`config.mk`:
```
export PLATFORM = sky130hd
export DESIGN_NAME = ex_13_accum
export DESIGN_NICKNAME = d
export VERILOG_FILES = /design/src/rtl/ex_13_pkg.sv /design/src/rtl/ex_13_out_reg.sv /design/src/rtl/ex_13_accum.sv
export SDC_FILE = /design/constraint.sdc
export NUM_CORES = 1
export LEC_CHECK = 0
export CAP_MARGIN = 25
export CORE_MARGIN = 2
export CORE_UTILIZATION = 50
export CTS_BUF_LIST = sky130_fd_sc_hd__clkbuf_8
export CTS_CLUSTER_SIZE = 30
export DETAILED_ROUTE_END_ITERATION = 10
export PLACE_DENSITY_LB_ADDON = 0.1
export SLEW_MARGIN = 20
export SYNTH_ARGS = -nofsm -noshare
export SYNTH_HDL_FRONTEND = slang
export SYNTH_SLANG_ARGS = --single-unit
```
`constraint.sdc`:
```
create_clock -name clk -period 2.8 [get_ports clk]
set_clock_uncertainty 0.1 [all_clocks]
set_input_delay 0.28 -clock clk [delete_from_list [all_inputs] [get_ports clk]]
set_output_delay 0.28 -clock clk [all_outputs]
set_load 0.03 [all_outputs]
```
`src/rtl/ex_13_pkg.sv`:
```
// Shared defaults and output-state encoding for the block accumulator.
package ex_13_pkg;

  localparam int DW_DEF     = 16;
  localparam int N_LOG2_DEF = 3;

  typedef enum logic {
    EMPTY = 1'b0,
    FULL  = 1'b1
  } out_state_e;

endpackage

```
`src/rtl/ex_13_out_reg.sv`:
```
// Output holding register with valid/ready handshake and sticky overrun flag.
//   state | meaning
//   EMPTY | no block held, out_valid=0
//   FULL  | completed block held, out_valid=1 until accepted
module ex_13_out_reg
  import ex_13_pkg::*;
#(
  parameter int DW     = DW_DEF,
  parameter int N_LOG2 = N_LOG2_DEF
) (
  input  logic                 clk,
  input  logic                 reset,
  input  logic                 load,
  input  logic [DW+N_LOG2-1:0] load_sum,
  input  logic [DW-1:0]        load_max,
  input  logic                 out_ready,
  output logic                 out_valid,
  output logic [DW+N_LOG2-1:0] out_sum,
  output logic [DW-1:0]        out_avg,
  output logic [DW-1:0]        out_max,
  output logic                 overrun
);

  out_state_e            state_q, state_d;
  logic [DW+N_LOG2-1:0]  sum_q, sum_d;
  logic [DW-1:0]         avg_q, avg_d;
  logic [DW-1:0]         max_q, max_d;
  logic                  ovr_q, ovr_d;
  logic                  capture;

  always_comb begin
    state_d = state_q;
    ovr_d   = ovr_q;
    capture = 1'b0;
    case (state_q)
      EMPTY: begin
        if (load) begin
          capture = 1'b1;
          state_d = FULL;
        end
      end
      FULL: begin
        if (out_ready) begin
          // accept and reload in the same cycle keeps the output bubble-free
          if (load) capture = 1'b1;
          else      state_d = EMPTY;
        end else if (load) begin
          ovr_d = 1'b1;
        end
      end
      default: state_d = EMPTY;
    endcase
    sum_d = capture ? load_sum : sum_q;
    avg_d = capture ? load_sum[DW+N_LOG2-1:N_LOG2] : avg_q;
    max_d = capture ? load_max : max_q;
  end

  always_ff @(posedge clk) begin
    if (reset) begin
      state_q <= EMPTY;
      sum_q   <= '0;
      avg_q   <= '0;
      max_q   <= '0;
      ovr_q   <= 1'b0;
    end else begin
      state_q <= state_d;
      sum_q   <= sum_d;
      avg_q   <= avg_d;
      max_q   <= max_d;
      ovr_q   <= ovr_d;
    end
  end

  assign out_valid = (state_q == FULL);
  assign out_sum   = sum_q;
  assign out_avg   = avg_q;
  assign out_max   = max_q;
  assign overrun   = ovr_q;

endmodule

```
`src/rtl/ex_13_accum.sv`:
```
// Block accumulator: sums and tracks the max of every 2**N_LOG2 valid samples,
// handing each completed block to the output holding register.
module ex_13_accum
  import ex_13_pkg::*;
#(
  parameter int DW     = DW_DEF,
  parameter int N_LOG2 = N_LOG2_DEF
) (
  input  logic                 clk,
  input  logic                 reset,
  input  logic                 in_valid,
  input  logic [DW-1:0]        in_data,
  output logic                 out_valid,
  input  logic                 out_ready,
  output logic [DW+N_LOG2-1:0] out_sum,
  output logic [DW-1:0]        out_avg,
  output logic [DW-1:0]        out_max,
  output logic                 overrun
);

  logic [DW+N_LOG2-1:0] acc_q, acc_d;
  logic [N_LOG2-1:0]    cnt_q, cnt_d;
  logic [DW-1:0]        max_q, max_d;
  logic [DW+N_LOG2-1:0] sum_next;
  logic [DW-1:0]        max_next;
  logic                 complete;

  always_comb begin
    sum_next = acc_q + {{N_LOG2{1'b0}}, in_data};
    max_next = (in_data > max_q) ? in_data : max_q;
    acc_d    = acc_q;
    cnt_d    = cnt_q;
    max_d    = max_q;
    complete = 1'b0;
    if (in_valid) begin
      if (&cnt_q) begin
        complete = 1'b1;
        acc_d    = '0;
        cnt_d    = '0;
        max_d    = '0;
      end else begin
        acc_d = sum_next;
        cnt_d = cnt_q + 1'b1;
        max_d = max_next;
      end
    end
  end

  always_ff @(posedge clk) begin
    if (reset) begin
      acc_q <= '0;
      cnt_q <= '0;
      max_q <= '0;
    end else begin
      acc_q <= acc_d;
      cnt_q <= cnt_d;
      max_q <= max_d;
    end
  end

  ex_13_out_reg #(
    .DW     (DW),
    .N_LOG2 (N_LOG2)
  ) u_out_reg (
    .clk       (clk),
    .reset     (reset),
    .load      (complete),
    .load_sum  (sum_next),
    .load_max  (max_next),
    .out_ready (out_ready),
    .out_valid (out_valid),
    .out_sum   (out_sum),
    .out_avg   (out_avg),
    .out_max   (out_max),
    .overrun   (overrun)
  );

endmodule

```
== Yosys cells after proc, flatten, opt, wreduce, memory -nomap -nowiden ==
Index checks and enable logic that the tools add are counted.
Storage, ports and cells
  logic and storage cells: 26
  output and inout bits: 53
  flip-flop bits (word level): 91
Cells by class
  mux-type cells: 11
  magnitude comparators: 1
  bitwise operators: 2
  add/sub/neg operators: 2
  reductions and logical operators: 2
Operators by type and width (count)
  $mux W16: 2
  $add A19 B16 Y19: 1
  $mux W19: 1
  $gt A16 B16 Y1: 1
  $reduce_and A3 Y1: 2
  $mux W1: 5
  $pmux W1 S2: 2
  $add A3 B1 Y3 const B: 1
  $mux W3: 1
  $not A1 Y1: 2

== Longest topological paths before layout ==
  depth in word-level cells: 6
  mapped depth: 10
  mapped depth without buffers: 9

== Hierarchy ==
Synthesis repeated with hierarchy kept, for this count alone.
Unflattened totals
  cells, all modules: 525
  area, all modules: 4809.6 µm²
By module, submodules not included
  ex_13_accum: area each 3005.4 µm², cells an instance 349, seq. area each 760.7 µm², times used 1
  ex_13_out_reg: area each 1804.2 µm², cells an instance 176, seq. area each 740.7 µm², times used 1

== Least setup slack after synthesis ==
OpenSTA, ideal clock, no wires.
  path kind: reg-to-reg
  from: register acc_q[0]
  to: register u_out_reg.avg_q[11] (netlist: u_out_reg.out_avg[11])
  setup slack: 153 ps
  data required time: 2626 ps
  stages on the path, launching flop included: 10
  setup time: 74 ps
  buffers on the path: 0
  clock period less this slack: 2647 ps
  arrival time: 2473 ps
  cells stage by stage: dfxtp_1 > ha_1 > inv_1 > fa_1 > and2b_4 > o2111ai_4 > a2111oi_4 > nor2_2 > or4_1 > a31oi_1
Between the ends
  word-level cells in the longest chain between the ends: 1
RTL lines
  start, declared: line ex_13_accum.sv:21  | logic [DW+N_LOG2-1:0] acc_q, acc_d;
  start signal, assigned: line ex_13_accum.sv:51  | acc_q <= '0;
  start signal, assigned: line ex_13_accum.sv:55  | acc_q <= acc_d;
  $add A19 B16 Y19: line ex_13_accum.sv:29  | sum_next = acc_q + {{N_LOG2{1'b0}}, in_data};
  end signal, assigned: line ex_13_out_reg.sv:68  | avg_q <= avg_d;
  end, declared: line ex_13_out_reg.sv:26  | logic [DW-1:0] avg_q, avg_d;
Every way passes these cells.
A chain may end at the register's enable or synchronous reset.

== Worst setup path in the final report ==
Ends and elaborated chain as after synthesis.

==> results by group <==
Logic synthesis
  – Synth Instances: 543
  – #FFs+latches synth: 75
  – Ys Warns: 0
  – Synth area leader: dfxtp_1
  – Share of async-settable or async-resettable flops after synthesis: 0%
  – Top cell type's share of synthesized area: 33.4%
  – Cell Area, Synth: 4490 µm²
  – Top FF cell, synth: dfxtp_1
  – Post-synth EDFFs: 0
  – Area contributors post-synth: dfxtp_1 (33%), ha_1 (9.5%), o21ai_0 (5.0%), nand2_1 (4.8%), a21oi_1 (3.7%)
  – Sequential fraction of the synthesis area: 33.4%
  – Net Count, Synth: 598
  – Syn Area/Cell: 8.27 µm²
  – Cell variety after synth: 63

Place
  – Placed Cells: 728
  – GPL Wtd Cong: 0.892
  – Dpl cell area: 5470 µm²
  – Post-DP HPWL: 8900 µm
  – IO buf count: 72

Finish
  – Fillers: 754
  – Commonest non-fill, non-tap cell in the layout: dfxtp_1
  – Most frequent cells in the layout: dfxtp_1 (74), clkdlybuf4s50_1 (70), nand2_1 (57), buf_4 (51), o21ai_0 (45)
  – # diodes: 0
  – Final non-filler cell total: 745
  – Layout area overhead: 27.1%
  – Layout cell share with drive strength beyond 1: 13.8%
  – Final instance area: 5710 µm²
  – FF/Latch Area: 1500 µm²
  – Nets: 688
  – Multi-input logic area: 2600 µm²

Floorplanning
  – Top-Level Pins: 73
  – Die Y: 98.8 µm
  – Die Wd: 98.8 µm
  – Core box area: 8720 µm²
  – Rows: 34
  – Die area: 9760 µm²
  – Initial cell density of the core: 51.5%

Route
  – Drt first pass iters: 5
  – DRT iter0 DRCs: 268
  – Via density: 6.07
  – Antenna Nets Post-Route: 0
  – Per-cell routed wire length: 16.9 µm
  – Detailed-route via count: 4520
  – DRC viols: 0
  – Drt total wl: 12600 µm

Global routing
  – Vias in the first global route: 4383
  – GRT Overall Usage: 26.6%
  – Largest net degree at the start of global routing: 59
  – Initial antenna violation count: 0
  – Total congestion overflow: 0
  – First-pass GRT wire length: 21300 µm

Pwr
  – Design Power: 2720 µW
  – Pleak: 0.00223 µW
  – PD cells: 477 nW/µm²
  – IR drop worst, VDD: 0.000268 V

Clock network
  – Root Buffer: clkbuf_8
  – Max clock buf depth: 2
  – Latest clock arrival within the worst-skew pair: 0.35 ns
  – H-tree levels: 3
  – CTS clk-pin slew, worst paths: 0.08 ns
  – Num CTS Buffers: 9
  – CTS tree: done
  – Clock sinks: 75

Min path
  – Hold depth: 4
  – Hold path start: in_data[0]
  – Hold EP: u_out_reg.out_sum[0]$_SDFFE_PP0P_
  – HP Class: input pin to register

STA
  – WHS: 0.334 ns
  – Final hold vios: 0
  – Final period util: 97.9%
  – Period minus WS final: 2.74 ns
  – Worst Tran Pin Value: 0.689 ns
  – Relative slew margins: 53.6%
  – RSZ-0062 raised after global routing: true
  – Final setup viols: 0
  – Count of final max-slew check failures: 0
  – FMAX: 0.365 GHz

Worst setup path
  – Crit-path max FO: 4
  – CP max stage delay: 0.52 ns
  – CP endpoint kind: register
  – Reg2reg start: acc_q[0]$_SDFFE_PP0P_
  – CP max stage cell: or4_1
  – Critical path data arrival time: 2.91 ns
  – Crit path kind: register to register
  – Reg2Reg Depth: 9
  – Critical Path RT: 2.97 ns
  – Cells along the critical path: ha_4, inv_2, fa_2, and2b_4, o2111ai_4, a2111oi_4, nor2_2, or4_1, a31oi_1
  – Worst R2R Setup Slack: 0.06 ns
  – Startpoint Class: register
  – Reg2Reg Capture Point: u_out_reg.out_avg[11]$_SDFFE_PP0P_

Run status
  – Outcome: complete, no violations

Run
  – Max cap viols: 0
worst max path at each step:
stage	start	end	slack (ns)	depth (start not counted)
after floorplan	acc_q[0]$_SDFFE_PP0P_	u_out_reg.out_avg[11]$_SDFFE_PP0P_	0.15	9
after global placement	in_data[0]	u_out_reg.out_avg[11]$_SDFFE_PP0P_	-0.37	10
after CTS	in_data[0]	u_out_reg.out_avg[11]$_SDFFE_PP0P_	0.005	10
after global routing	acc_q[0]$_SDFFE_PP0P_	u_out_reg.out_avg[11]$_SDFFE_PP0P_	-0.06	9
after detailed placement	in_data[0]	u_out_reg.out_avg[11]$_SDFFE_PP0P_	-0.40	10
final	acc_q[0]$_SDFFE_PP0P_	u_out_reg.out_avg[11]$_SDFFE_PP0P_	0.06	9
cells by family after synthesis:
group	synth area share, %
adder cells (fa/ha/maj)	9.92
AND/OR/NAND/NOR	17.7
XOR/XNOR	1.36
flip-flops	33.4
buffers and inverters	9.55
AO/OA/AOI/OAI	27.6
multiplexers	0.446
state kept, by name, indices dropped and copies added, names as in the netlist:
name                 count
max_q                   16
u_out_reg.out_avg       16
u_out_reg.out_valid      1
cnt_q                    3
u_out_reg.overrun        1
u_out_reg.out_max       16
acc_q                   19
u_out_reg.out_sum        3
worst max-delay path: cells and delay by family, from the launching register on:
kind                     cells  cell delay, ns
AND/OR/NAND/NOR              3            0.89
AO/OA/AOI/OAI                3            0.80
adder cells (fa/ha/maj)      2            0.47
flip-flops                   1            0.36
buffers and inverters        1            0.04
layout make-up:
cell class	instances	area share, %
Multi-Input combinational cell	389	45.6
Sequential cell	75	26.3
Timing Repair Buffer	126	20.3
Clock buffer	12	2.89
Tap cell	108	2.37
Inverter	32	2.10
Clock inverter	3	0.394
report_power, final:
part | internal, µW | total [µW] | switching (µW)
Sequential | 1120 | 1160 | 34.6
Combinational | 329 | 755 | 427
Clock | 390 | 813 | 423
cells in the mapped netlist (3+ instances only):
cell,n
inv_1,31
clkbuf_8,5
and3_1,7
xnor2_1,3
a21o_1,7
o32ai_1,18
o21a_1,6
a31oi_1,21
a211oi_1,3
and4_1,3
and2_1,4
clkbuf_1,20
nand3_1,31
or3_1,8
nor3_1,4
ha_1,34
nand2_1,57
nand4_1,9
a22oi_1,5
dfxtp_1,75
o31ai_1,5
o211ai_1,9
buf_4,18
a21oi_1,33
nor2b_1,3
o21ai_0,45
xor2_1,4
o221ai_1,4
nor2_1,29
stage by stage:
stage                     TNS [ns]  worst slack (ns)  utilization [%]
after global placement       -2.75            -0.366             62.7
after CTS                        0           0.00517             64.9
after floorplan                  0             0.153                -
final                            0            0.0577             65.5
after global routing        -0.207           -0.0622             65.5
after detailed placement     -3.45            -0.397             62.7
layer usage:
metal,up-vias,part of all wire [%],GRT usage [%]
met4,0,1.0,7.27
met2,142,50,45.4
met5,-,0,0
met1,2189,44,34.8
met3,15,4.7,4.33
li1,2174,-,-
timing repair:
item                       in CTS  in global routing
buffers inserted                0                  2
resized for setup               0                 10
gates cloned                    0                  0
pin swaps                       1                 11
hold buffers                    0                  0
setup endpoints to repair       4                  9
Note: power is estimated with default switching activity, not from simulation.
